### config.mk
export PLATFORM = sky130hd
export DESIGN_NAME = uart_block_bridge
export DESIGN_NICKNAME = d
export VERILOG_FILES = /design/src/rtl/uart_blk_pkg.sv /design/src/rtl/uart_block_bridge_serializer.sv /design/src/rtl/uart_block_bridge.sv
export SDC_FILE = /design/constraint.sdc
export NUM_CORES = 1
export LEC_CHECK = 0
export BUFFER_PORTS_ARGS = -buffer_cell sky130_fd_sc_hd__buf_2
export CAP_MARGIN = 20
export CORE_MARGIN = 3
export CORE_UTILIZATION = 35
export CTS_CLUSTER_SIZE = 10
export DETAILED_ROUTE_END_ITERATION = 10
export MAX_ROUTING_LAYER = met4
export PLACE_DENSITY = 0.63
export REMOVE_ABC_BUFFERS = 1
export SETUP_SLACK_MARGIN = 0.05
export SLEW_MARGIN = 15
export SYNTH_ARGS = -nofsm -noshare
export SYNTH_HDL_FRONTEND = slang
export SYNTH_SLANG_ARGS = --single-unit
export TNS_END_PERCENT = 30
### constraint.sdc
create_clock -name clk_100MHz -period 2.5 [get_ports clk_100MHz]
set_input_delay 0.125 -clock clk_100MHz [delete_from_list [all_inputs] [get_ports clk_100MHz]]
set_output_delay 0.125 -clock clk_100MHz [all_outputs]
set_load 0.03 [all_outputs]
### src/rtl/uart_blk_pkg.sv
// Shared constants and FSM state encodings for the UART block bridge.
package uart_blk_pkg;

  localparam int unsigned BLOCK_BYTES        = 16;
  localparam int unsigned BLOCK_W            = 128;
  localparam int unsigned TIMEOUT_CYCLES_DEF = 1_000_000;

  typedef enum logic {
    RX_COLLECT = 1'b0,
    RX_HOLD    = 1'b1
  } rx_state_e;

  typedef enum logic {
    TX_IDLE = 1'b0,
    TX_SEND = 1'b1
  } tx_state_e;

endpackage

### src/rtl/uart_block_bridge_serializer.sv
// Tx half: latches one block and pushes it MSB byte first into the Tx FIFO.
module block_serializer #(
  parameter int unsigned DBITS       = 8,
  parameter int unsigned BLOCK_BYTES = 16
) (
  input  logic                         clk_i,
  input  logic                         rst_i,
  input  logic [DBITS*BLOCK_BYTES-1:0] blk_data_i,
  input  logic                         blk_valid_i,
  output logic                         blk_ready_o,
  input  logic                         tx_full_i,
  output logic                         push_o,
  output logic [DBITS-1:0]             push_data_o
);
  import uart_blk_pkg::*;

  localparam int unsigned BlkW = DBITS * BLOCK_BYTES;
  localparam int unsigned CntW = $clog2(BLOCK_BYTES);
  localparam logic [CntW-1:0] LastIdx = CntW'(BLOCK_BYTES - 1);

  tx_state_e         state_q;
  logic [BlkW-1:0]   sr_q;
  logic [CntW-1:0]   idx_q;
  logic              sending;

  assign sending     = ~rst_i & (state_q == TX_SEND);
  assign blk_ready_o = ~rst_i & (state_q == TX_IDLE);
  assign push_o      = sending & ~tx_full_i;
  assign push_data_o = sending ? sr_q[BlkW-1 -: DBITS] : '0;

  // Tx FSM: accept a block in idle, then shift one byte out per non-full cycle.
  always_ff @(posedge clk_i) begin
    if (rst_i) begin
      state_q <= TX_IDLE;
      sr_q    <= '0;
      idx_q   <= '0;
    end else begin
      unique case (state_q)
        TX_IDLE: begin
          if (blk_valid_i) begin
            sr_q    <= blk_data_i;
            idx_q   <= '0;
            state_q <= TX_SEND;
          end
        end
        TX_SEND: begin
          if (!tx_full_i) begin
            sr_q <= sr_q << DBITS;
            if (idx_q == LastIdx) begin
              idx_q   <= '0;
              state_q <= TX_IDLE;
            end else begin
              idx_q <= idx_q + 1'b1;
            end
          end
        end
        default: state_q <= TX_IDLE;
      endcase
    end
  end

endmodule

### src/rtl/uart_block_bridge.sv
// Bridges byte-wide UART FIFOs to a 128-bit valid/ready block datapath.
// Rx assembly and the inter-byte timeout live here; Tx is in block_serializer.
module uart_block_bridge #(
  parameter int unsigned DBITS          = 8,
  parameter int unsigned BLOCK_BYTES    = 16,
  parameter int unsigned TIMEOUT_CYCLES = 1_000_000,
  parameter int unsigned TO_BITS        = 20
) (
  input  logic                         clk_100MHz,
  input  logic                         reset,
  input  logic                         rx_empty,
  input  logic [DBITS-1:0]             read_data,
  output logic                         read_uart,
  input  logic                         tx_full,
  output logic                         write_uart,
  output logic [DBITS-1:0]             write_data,
  output logic [DBITS*BLOCK_BYTES-1:0] blk_out_data,
  output logic                         blk_out_valid,
  input  logic                         blk_out_ready,
  input  logic [DBITS*BLOCK_BYTES-1:0] blk_in_data,
  input  logic                         blk_in_valid,
  output logic                         blk_in_ready,
  output logic                         timeout_err
);
  import uart_blk_pkg::*;

  localparam int unsigned BlkW = DBITS * BLOCK_BYTES;
  localparam int unsigned CntW = $clog2(BLOCK_BYTES);
  localparam logic [CntW-1:0]    LastByte = CntW'(BLOCK_BYTES - 1);
  localparam logic [TO_BITS-1:0] ToLast   = TO_BITS'(TIMEOUT_CYCLES - 1);

  rx_state_e          rx_state_q;
  logic [BlkW-1:0]    rx_sr_q;
  logic [CntW-1:0]    bcnt_q;
  logic [TO_BITS-1:0] timer_q;
  logic               blk_out_valid_q;
  logic               timeout_err_q;
  logic               rx_pop;

  // Pop only while collecting and the FIFO has a word; never during reset.
  assign rx_pop        = ~reset & (rx_state_q == RX_COLLECT) & ~rx_empty;
  assign read_uart     = rx_pop;
  assign blk_out_data  = rx_sr_q;
  assign blk_out_valid = blk_out_valid_q;
  assign timeout_err   = timeout_err_q;

  // Rx FSM: shift bytes in big-endian order, hold the block until accepted,
  // and drop a stalled partial block so later blocks stay aligned.
  always_ff @(posedge clk_100MHz) begin
    if (reset) begin
      rx_state_q      <= RX_COLLECT;
      rx_sr_q         <= '0;
      bcnt_q          <= '0;
      timer_q         <= '0;
      blk_out_valid_q <= 1'b0;
      timeout_err_q   <= 1'b0;
    end else begin
      timeout_err_q <= 1'b0;
      unique case (rx_state_q)
        RX_COLLECT: begin
          if (rx_pop) begin
            rx_sr_q <= {rx_sr_q[BlkW-DBITS-1:0], read_data};
            timer_q <= '0;
            if (bcnt_q == LastByte) begin
              bcnt_q          <= '0;
              rx_state_q      <= RX_HOLD;
              blk_out_valid_q <= 1'b1;
            end else begin
              bcnt_q <= bcnt_q + 1'b1;
            end
          end else if (bcnt_q != '0) begin
            // A pop in the expiry cycle takes the branch above, so it wins.
            if (timer_q == ToLast) begin
              bcnt_q        <= '0;
              timer_q       <= '0;
              timeout_err_q <= 1'b1;
            end else begin
              timer_q <= timer_q + 1'b1;
            end
          end
        end
        RX_HOLD: begin
          if (blk_out_ready) begin
            blk_out_valid_q <= 1'b0;
            rx_state_q      <= RX_COLLECT;
          end
        end
        default: rx_state_q <= RX_COLLECT;
      endcase
    end
  end

  block_serializer #(
    .DBITS      (DBITS),
    .BLOCK_BYTES(BLOCK_BYTES)
  ) u_serializer (
    .clk_i      (clk_100MHz),
    .rst_i      (reset),
    .blk_data_i (blk_in_data),
    .blk_valid_i(blk_in_valid),
    .blk_ready_o(blk_in_ready),
    .tx_full_i  (tx_full),
    .push_o     (write_uart),
    .push_data_o(write_data)
  );

endmodule

Word-level counts from Yosys, hierarchy flattened
Cells that the tools add are included.
Widths: inputs -> output; s select.
Cells by class
  $add $sub $neg: 3
  eq/ne operators: 8
  muxes and demuxes: 28
  bitwise gates (word level): 11
  reductions and logical operators: 9
Operators with widths (number)
  $mux 128: 2
  $pmux 128 s2: 1
  $mux 20: 3
  $mux 4: 7
  $add 20x1->20 const B: 1
  $eq 20x20->1 const B: 1
  $mux 1: 10
  $add 4x1->4 const B: 2
  $eq 4x4->1 const B: 2
  $mux 8: 1
  $ne 2x2->1 const B: 4
  $pmux 4 s2: 1
  $not 1->1: 6
  $pmux 1 s2: 3
  $reduce_and 2->1: 3
  $reduce_and 3->1: 2
  $and 1x1->1: 5
  $reduce_bool 2->1: 2
  $reduce_bool 4->1: 1
  $reduce_or 4->1: 1
  $ne 2x1->1 const B: 1
Word-level totals
  register bits after elaboration: 288
  bits of input ports: 142
  output and inout bits: 141
  logic and storage cells: 68

Depth between registers and ports, before layout
Gate-level depths: netlist (run 1).
  depth in word-level cells: 5
  gate-level depth with buffers: 8
  gate-level depth less buffers: 7

By module
Synthesis (run 1) repeated with hierarchy kept, for this count alone.
Unflattened totals
  cell total of the unflattened synthesis: 1382
  area, all modules: 12620.9 µm²
By module, submodules not included
  block_serializer: times used 1, cells an instance 626, area each 6716.4 µm², sequential area each 2662.6 µm²
  uart_block_bridge: times used 1, cells an instance 756, area each 5904.4 µm², sequential area each 3103.0 µm²

Worst setup path before layout (run 1)
No wires, ideal clock.
  kind: register to register
  start: register timer_q[9]
  end: register timer_q[19]
  library setup time: 0.121 ns
  arrival time: 1.651 ns
  required time: 2.379 ns
  setup slack: 0.729 ns
  stages on the path, launching flop included: 6
  buffers on the path: 0
  period minus slack after synthesis: 1.771 ns
  cells stage by stage: dfxtp_1 nand2b_1 or4_4 o21a_1 a41o_1 mux2_2
On the way
  word-level cells in the longest chain between the ends: 4
  elaborated cells between the ends (all ways): 5
  those cells by class: 1 x add/sub; 1 x eq/ne; 3 x mux
RTL lines
  from (decl): line uart_block_bridge.sv:35  | logic [TO_BITS-1:0] timer_q;
  from (signal assigned): line uart_block_bridge.sv:78  | timer_q <= timer_q + 1'b1;
  $add 20x1->20 or $eq 20x20->1 (tied branches): line uart_block_bridge.sv:78, uart_block_bridge.sv:73
  $mux 20 *: line uart_block_bridge.sv:73  | if (timer_q == ToLast) begin
  $mux 20 *: line uart_block_bridge.sv:71  | end else if (bcnt_q != '0) begin
  $mux 20 *: line uart_block_bridge.sv:61  | if (rx_pop) begin
Mark *: on every way between the ends. The rest lies on a longest branch, timed or not. The select of a mux whose other input is x is not followed.
A chain may end at the register's enable or synchronous reset.

Worst setup path in the final report (run 1)
  start: register u_serializer.state_q
  end: output port write_uart
On the way
  word-level cells in the longest chain between the ends: 2
RTL lines
  from (decl): line uart_block_bridge_serializer.sv:21  | tx_state_e state_q;
  from (signal assigned): line uart_block_bridge_serializer.sv:34  | state_q <= TX_IDLE;
  from (signal assigned): line uart_block_bridge_serializer.sv:43  | state_q <= TX_SEND;
  from (signal assigned): line uart_block_bridge_serializer.sv:51  | state_q <= TX_IDLE;
  $and 1x1->1: line uart_block_bridge_serializer.sv:26  | assign sending = ~rst_i & (state_q == TX_SEND);
  $and 1x1->1: line uart_block_bridge_serializer.sv:28  | assign push_o = sending & ~tx_full_i;
  to (decl): line uart_block_bridge.sv:15  | output logic write_uart,
No other way between the ends.

==> results of run 1 <==
## final cells by class
cell class	count	area (µm²)
flip-flops and latches	288	5769
repair buffers	441	3073
clock inverters	1	30.03
inverters	6	22.52
fillers	3110	16790
well taps	442	553.0
diodes	4	10.01
multi-input cells	952	5404
clock buffers	45	965.9
## power by group
part / internal, µW / switching (µW)
Sequential: 4820 / 130
Combinational: 576 / 673
Clock: 2770 / 1750
Total: 8160 / 2550
## logic make-up after synthesis
kind of cell    count (synthesis)
simple gates                  512
compound gates                314
flops                         288
mux                           121
buf+inv                       115
fa+ha+maj                       4
xor+xnor                        1
## per-stage QoR
step / setup WS [ps] / instance area [µm²] / total power [µW]
6_report: 298.6 / 15830 / 10720
5_1_grt: 140.7 / 15830 / 11200
4_1_cts: 74.03 / 15800 / 10850
3_5_place_dp: 461.3 / 13410 / 6109
3_3_place_gp: 486.0 / 13410 / 6081
2_1_floorplan: -14570 / 11170 / 5843
## how the worst max path moves through the flow
stage,from,end,slack [ps],depth (start not counted)
2_1_floorplan,u_serializer.state_q,u_serializer.sr_q[100],-14570,3
3_3_place_gp,timer_q[9],timer_q[19],490,5
3_5_place_dp,timer_q[9],timer_q[19],460,5
4_1_cts,u_serializer.state_q,write_uart,70,5
5_1_grt,rx_state_q,blk_out_data[6],140,5
6_report,u_serializer.state_q,write_uart,300,5
## layer usage
| metal | up-vias | GRT usage, % |
|---|---|---|
| li1 | 5467 | - |
| met1 | 4785 | 21.23 |
| met2 | 263 | 28.33 |
| met3 | 89 | 2.767 |
| met4 | 0 | 8.110 |
| met5 | - | - |
## cells in the final DEF, fill, tap and decap left out, types with 4 or more instances in the layout
master         netlist  layout
a211oi_1           122     122
a21oi_1            147     146
a22oi_1             10      10
a31oi_1              7       7
and2_1               9       9
and3_1               6       6
buf_12               0       8
buf_2               13     281
buf_4                0      10
clkbuf_1            85       7
clkbuf_16            0      37
dfxtp_1            288     287
diode_2              0       4
dlygate4sd3_1        0     139
ha_1                 4       4
inv_1                6       6
mux2i_1            120     120
nand2_1            280     280
nand2b_1             5       5
nand3_1             22      22
nand4_1              5       5
nor2_1             148     147
nor2b_1              5       5
nor3_1               4       4
nor4_1               4       4
o21ai_0              8       8
or3_1                5       5
## critical path, stage by stage (launching register included)
cell and delay, ps:
dfxtp_4 500, buf_6 320, nor2b_1 170, buf_4 190, nor2b_1 160, buf_2 220
## timing repair
action	in CTS	in global routing
setup buffers	0	1
endpoints found under the setup margin	0	9
hold buffers	139	0
endpoints found under the hold margin	150	0
resized for setup	0	1
## flip-flops by register name (all words and copies together), names as in the netlist
| signal | flops |
|---|---|
| blk_out_data | 128 |
| u_serializer.sr_q | 128 |
| timer_q | 20 |
| bcnt_q | 4 |
| u_serializer.idx_q | 4 |
| blk_out_valid | 1 |
| rx_state_q | 1 |
| timeout_err | 1 |
| u_serializer.state_q | 1 |
==> impl_metrics.yaml, run 1 <==
sta:
  fmax_ghz: 0.4543
  tns_ps: 0
  hold_slack_ps: 15.04
  final_hold_viol_count: 0
  period_share_pct: 88.06
  slew_headroom_pct: 46.14
  slew_violations: 0
  worst_slew_pin_slew_ps: 807.9
  min_period_ps: 2201
  rsz0062_at_grt: "false"
  setup_viol: 0
  fin_worst_skew_ps: 8.851
routing:
  final_antenna_net_count: 0
  drc: 0
  first_pass_iters: 4
  wire_per_inst_um: 14.36
  wl_met1_um: 13710
  wl_met2_um: 14980
  drt_iter0_markers: 746
  via_per_inst: 4.866
  route.top_layer_used: "met4"
  wl_um: 31300
  met3_length_um: 1227
  vias: 10600
logic_synthesis:
  yosysMostFrequentCell: "dfxtp_1"
  syn_area_um2: 11600
  synth_commonest_cells: "dfxtp_1, nand2_1, nor2_1"
  synthArstFlopShare_pct: 0
  avgSynthCellArea_um2: 8.558
  synth-xor-area-share_pct: 0.07553
  synth-adder-area-share_pct: 0.4316
  yosysTopAreaCell: "dfxtp_1"
  muxShareOfSynthArea_pct: 10.46
  synth_top_family_by_area: "simple AND/OR/NAND/NOR gates"
  synth_compound_area_share_pct: 16.96
  ys_seq_area_share_pct: 49.72
  postSynthCellCount: 1355
  synth_ff_type: "dfxtp_1"
  synth_cell_type_count: 50
  yosys.area_share.simple_pct: 18.49
  synth_warnings: 0
  ys_seq_elements: 288
  synth_edf_count: 0
  yosys-top-cells-area: "dfxtp_1, mux2i_1, nand2_1, a211oi_1, a21oi_1"
  synth_top_cell_area_share_pct: 49.72
final_layout:
  nNetsFinal: 1870
  drive_above_1_share_pct: 20.25
  final_cells: 2179
  syn2layout_area_growth_pct: 36.49
  post-route-util_pct: 48.52
hold_path:
  worstHoldPathCells: 3
  min_from: "blk_in_data[90]"
  hold-path-endpoint: "u_serializer.sr_q[90]"
  hold_path.class: "in -> reg"
critical_path:
  worstReg2RegStart: "rx_state_q"
  critPathArrivalTime_ps: 2080
  critPathKind: "reg -> out"
  cp-end-kind: "output pin"
  required_ps: 2380
  worstPathMaxFanout: 23
  r2r_slack_ps: 320
  worstSetupStartpointType: "flip-flop"
  r2r_cells: 5
  r2r_end: "blk_out_data[6]"
place:
  place.gp.congestion: 0.9102
  dpl.hpwl_um: 19410
  place_inst: 1989
  portBuffers: 282
power_and_ir_drop:
  p_leak_uw: 0.006480
  power.density_nw_per_um2: 677.1
  ir_drop_v: 0.0004721
global_route:
  grt_pass1_wl_um: 50600
  grt_pass1_vias: 10140
  overflow: 0
  grt_max_degree: 113
  antenna_found_initial: 4
  grt.total_usage_pct: 17.41
job:
  max_cap_violations: 0
clock_network:
  htree_levels: 2
  worstSkewPairLatency_ps: 490
  cts_sinks: 288
  clk_root_buffer_cell: "clkbuf_16"
  numCtsBuffers: 35
  cts_buffer_depth: 3
  cts_tree: "yes"
  path_clk_slew_ps: 60
die:
  start_util_pct: 35.55
  dieArea_um2: 35350
  dieWidth_um: 188.0
  die_y_um: 188.0
  coreArea_um2: 32620
  core.rowCount: 66
  num_io_pins: 283
run_status:
  status: "finished clean"
No activity file was read; power rests on OpenSTA's default activity.
==> run 2, diff against run 1 <==
- PLACE_DENSITY: 0.63 -> 0.55
==> impl_metrics.yaml, run 2 (synthesis gave the netlist of run 1 again) <==
run_status:
  status: "finished clean"
place:
  portBuffers: 282
  place.gp.congestion: 0.8469
  pre_cts_ws_ps: 476.8
  dpl.hpwl_um: 19730
final_layout:
  nFillCells: 3140
  drive_above_1_share_pct: 20.30
  nNetsFinal: 1876
  syn2layout_area_growth_pct: 36.71
  seq_area_um2: 5769
  mostFrequentLayoutCell: "dfxtp_1"
  multi_input_area_um2: 5404
  final_cell_mix: "dfxtp_1, buf_2, nand2_1"
die:
  num_io_pins: 283
  dieWidth_um: 188.0
  core.rowCount: 66
  start_util_pct: 35.55
  die_y_um: 188.0
  coreArea_um2: 32620
  dieArea_um2: 35350
sta:
  fin_worst_skew_ps: 8.632
  slew_violations: 0
  min_period_ps: 2276
  hold_slack_ps: 41.88
  tns_ps: 0
  setup_viol: 0
  slew_headroom_pct: 50.58
  worst_slew_pin_slew_ps: 741.4
  final_hold_viol_count: 0
  fmax_ghz: 0.4394
  finalWorstSetupSlack_ps: 224.3
  period_share_pct: 91.03
  rsz0062_at_grt: "false"
global_route:
  grt_max_degree: 109
  overflow: 0
  grt.total_usage_pct: 17.78
  grt_pass1_wl_um: 51690
  grt_pass1_vias: 9983
  antenna_found_initial: 3
critical_path:
  worstSetupStartpointType: "flip-flop"
  worstPathMaxFanout: 79
  critPathKind: "reg -> out"
  critPathArrivalTime_ps: 2150
  r2r_slack_ps: 420
  cp-end-kind: "output pin"
  required_ps: 2380
clock_network:
  numCtsBuffers: 36
  cts_sinks: 288
  cts_tree: "yes"
  worstSkewPairLatency_ps: 490
  clk_root_buffer_cell: "clkbuf_16"
  path_clk_slew_ps: 50
  cts_buffer_depth: 3
  htree_levels: 2
  post_cts_buffers: 0
routing:
  wire_per_inst_um: 14.59
  wl_um: 31880
  drt_iter0_markers: 606
  vias: 10500
  first_pass_iters: 5
  drc: 0
  via_per_inst: 4.807
  final_antenna_net_count: 0
job:
  max_cap_violations: 0
hold_path:
  hold_path.class: "in -> reg"
power_and_ir_drop:
  p_leak_uw: 0.006500
  power.density_nw_per_um2: 681.5
  ir_drop_v: 0.0004661
==> run 2: worst max-delay path, stage by stage (launching register included) <==
cell	delay [ps]
dfxtp_4	400
buf_12	450
nor2b_1	200
buf_4	220
and2_1	160
buf_2	190
==> run 2: through the flow <==
step | total power (µW) | instances | cell area, µm² | utilization [%]
global placement | 6077 | 1989 | 13380 | 41.01
floorplan | 5843 | 1246 | 11170 | -
detailed placement | 6099 | 1989 | 13380 | 41.01
finish | 10800 | 2185 | 15850 | 48.60
global route | 11330 | 2184 | 15850 | 48.59
CTS | 10970 | 2181 | 15840 | 48.57
==> run 2: power breakdown <==
part	internal (µW)	leakage (µW)	switching (µW)	total [µW]
Clock	2800	0.000499	1810	4620
Combinational	573	0.00365	675	1250
Sequential	4820	0.00235	119	4940
==> run 2: repair_timing <==
action,CTS,global route
gates resized for setup,0,0
hold buffers,145,0
endpoints found under the hold margin,145,0
==> run 2: path summary, 6_finish.rpt <==
kind	from	endpoint	depth (start not counted)
setup / recovery	u_serializer.state_q	write_data[0]	5
hold / removal	blk_in_data[99]	u_serializer.sr_q[99]	3
setup reg to reg	u_serializer.state_q	u_serializer.sr_q[45]	4
hold reg to reg	blk_out_valid	blk_out_valid	2
==> run 2: per-layer routing <==
layer / GRT usage, % / wire (µm) / vias up
met4: 6.638 / 926 / 0
met3: 2.935 / 1470 / 69
li1: - / - / 5463
met5: - / 0 / -
met2: 28.35 / 14930 / 249
met1: 22.77 / 14540 / 4723
==> run 2: cell type report <==
class	count	share of cell area (%)
Antenna cell	4	0.06314
Clock buffer	44	6.133
Clock inverter	3	0.2762
Inverter	6	0.1421
Multi-Input combinational cell	952	34.09
Sequential cell	288	36.39
Tap cell	442	3.489
Timing Repair Buffer	446	19.42
==> run 3, diff against run 2 <==
- BUFFER_PORTS_ARGS: -buffer_cell sky130_fd_sc_hd__buf_2 -> unset
- CAP_MARGIN: 20 -> 10
- DONT_BUFFER_PORTS: unset -> 1
- HOLD_SLACK_MARGIN: unset -> 0.05
- PLACE_DENSITY: 0.55 -> 0.48
==> impl_metrics.yaml, run 3 (synthesis gave the netlist of run 1 again) <==
run_status:
  status: "finished clean"
hold_path:
  hold_path.class: "in -> reg"
critical_path:
  crit_chain: "nand2b_1, or4_4, o21a_1, nor3_1, nor3_1, dlygate4sd3_1"
  critPathKind: "reg -> reg"
  crit_path_frequent_cell: "nor3_1"
  critPathMaxStageDelay_ps: 550
  required_ps: 2880
  r2r_slack_ps: 120
  critPathArrivalTime_ps: 2760
  worstSetupStartpointType: "flip-flop"
  worstPathMaxFanout: 8
  cp_slowest_cell: "dlygate4sd3_1"
  cp-end-kind: "flip-flop"
sta:
  slew_violations: 0
  period_share_pct: 95.05
  setup_viol: 0
  min_period_ps: 2376
  final_hold_viol_count: 0
  fin_worst_skew_ps: 11.93
  worst_slew_pin_slew_ps: 676.6
  finalWorstSetupSlack_ps: 123.8
  rsz0062_at_grt: "true"
  slew_headroom_pct: 54.90
  fmax_ghz: 0.4208
power_and_ir_drop:
  switchingPower_uw: 2587
  power_frac_seq_pct: 45.9
  p_leak_uw: 0.005985
  ir_drop_v: 0.0005233
  pwr-share-comb_pct: 10.4
  p_int_uw: 8245
  clock_power_share_pct: 43.8
  netSwitchingFraction_pct: 23.88
  power.density_nw_per_um2: 697.7
clock_network:
  cts_buffer_depth: 3
  clk_root_buffer_cell: "clkbuf_16"
  numCtsBuffers: 36
  cts_tree: "yes"
  htree_levels: 2
  cts_sinks: 288
  path_clk_slew_ps: 60
  worstSkewPairLatency_ps: 500
routing:
  via_per_inst: 4.975
  final_antenna_net_count: 0
  vias: 9964
  drc: 0
  first_pass_iters: 5
  wire_per_inst_um: 15.95
  drt_iter0_markers: 649
  wl_um: 31950
final_layout:
  mostFrequentLayoutCell: "dfxtp_1"
  final_area_um2: 15520
  seq_area_um2: 5769
  final_cell_mix: "dfxtp_1, nand2_1, dlygate4sd3_1"
  drive_above_1_share_pct: 4.936
  nNetsFinal: 1693
  syn2layout_area_growth_pct: 33.88
  nFillCells: 3185
  multi_input_area_um2: 5408
die:
  start_util_pct: 35.55
  core.rowCount: 66
  dieWidth_um: 188.0
  die_y_um: 188.0
  num_io_pins: 283
  coreArea_um2: 32620
  dieArea_um2: 35350
place:
  dpl.hpwl_um: 18230
  place_area_um2: 11960
  portBuffers: 0
  place.gp.congestion: 0.8195
  pre_cts_ws_ps: 479.3
job:
  max_cap_violations: 0
global_route:
  overflow: 0
  antenna_found_initial: 2
  grt.total_usage_pct: 18.01
  grt_pass1_wl_um: 51960
  grt_max_degree: 167
  grt_pass1_vias: 9794
## run 3: repair_timing
item                       CTS  global route
buffers inserted             0             2
resized for setup            0             2
hold buffers               244             0
setup endpoints to repair    0            31
hold endpoints to repair   288             0
## run 3: final timing paths
| path | startpoint | to | cells past startpoint |
|---|---|---|---|
| min | rx_empty | timer_q[12] | 3 |
| min reg2reg | timer_q[18] | timer_q[18] | 2 |
| max reg2reg | timer_q[9] | bcnt_q[2] | 6 |
| max | timer_q[9] | bcnt_q[2] | 6 |
## run 3: layout make-up
type | instances | area share, %
inverters | 6 | 0.1451
clock inverters | 2 | 0.1612
repair buffers | 263 | 17.41
flip-flops and latches | 288 | 37.16
diodes | 1 | 0.01612
well taps | 442 | 3.562
multi-input cells | 952 | 34.83
clock buffers | 49 | 6.713
## run 3: critical path, delay by kind of cell (launching register included)
family	cells	cell delay [ps]
compound gates	1	300
simple gates	4	920
flops	1	480
buf+inv	1	550
## run 3: metal layers
| layer | up-vias | global-route usage, % | share of wire, % |
|---|---|---|---|
| li1 | 5117 | - | - |
| met3 | 52 | 4.636 | 6.9 |
| met5 | - | - | 0 |
| met4 | 0 | 5.137 | 2.6 |
| met2 | 252 | 28.26 | 47 |
| met1 | 4543 | 23.03 | 44 |
## run 3: power by group through the flow
stage	clock network [µW]	registers, µW	logic (µW)
CTS	4930	4970	1110
floorplan	0	5090	758
global placement	0	5060	808
global route	5110	5000	1250
detailed placement	0	5070	822
finish	4740	4970	1120
## run 3: metrics by stage
step / util (%) / hold slack, ps / total power [µW] / std cells / setup TNS, ps
final: 47.59 / 100.3 / 10830 / 2003 / 0
after floorplan: - / 194.1 / 5843 / 1246 / -2119510
after global placement: 36.68 / 229.9 / 5870 / 1705 / 0
after CTS: 47.49 / 78.00 / 11010 / 2000 / 0
after detailed placement: 36.68 / 227.0 / 5890 / 1705 / 0
after global routing: 47.59 / 123.4 / 11350 / 2003 / 0
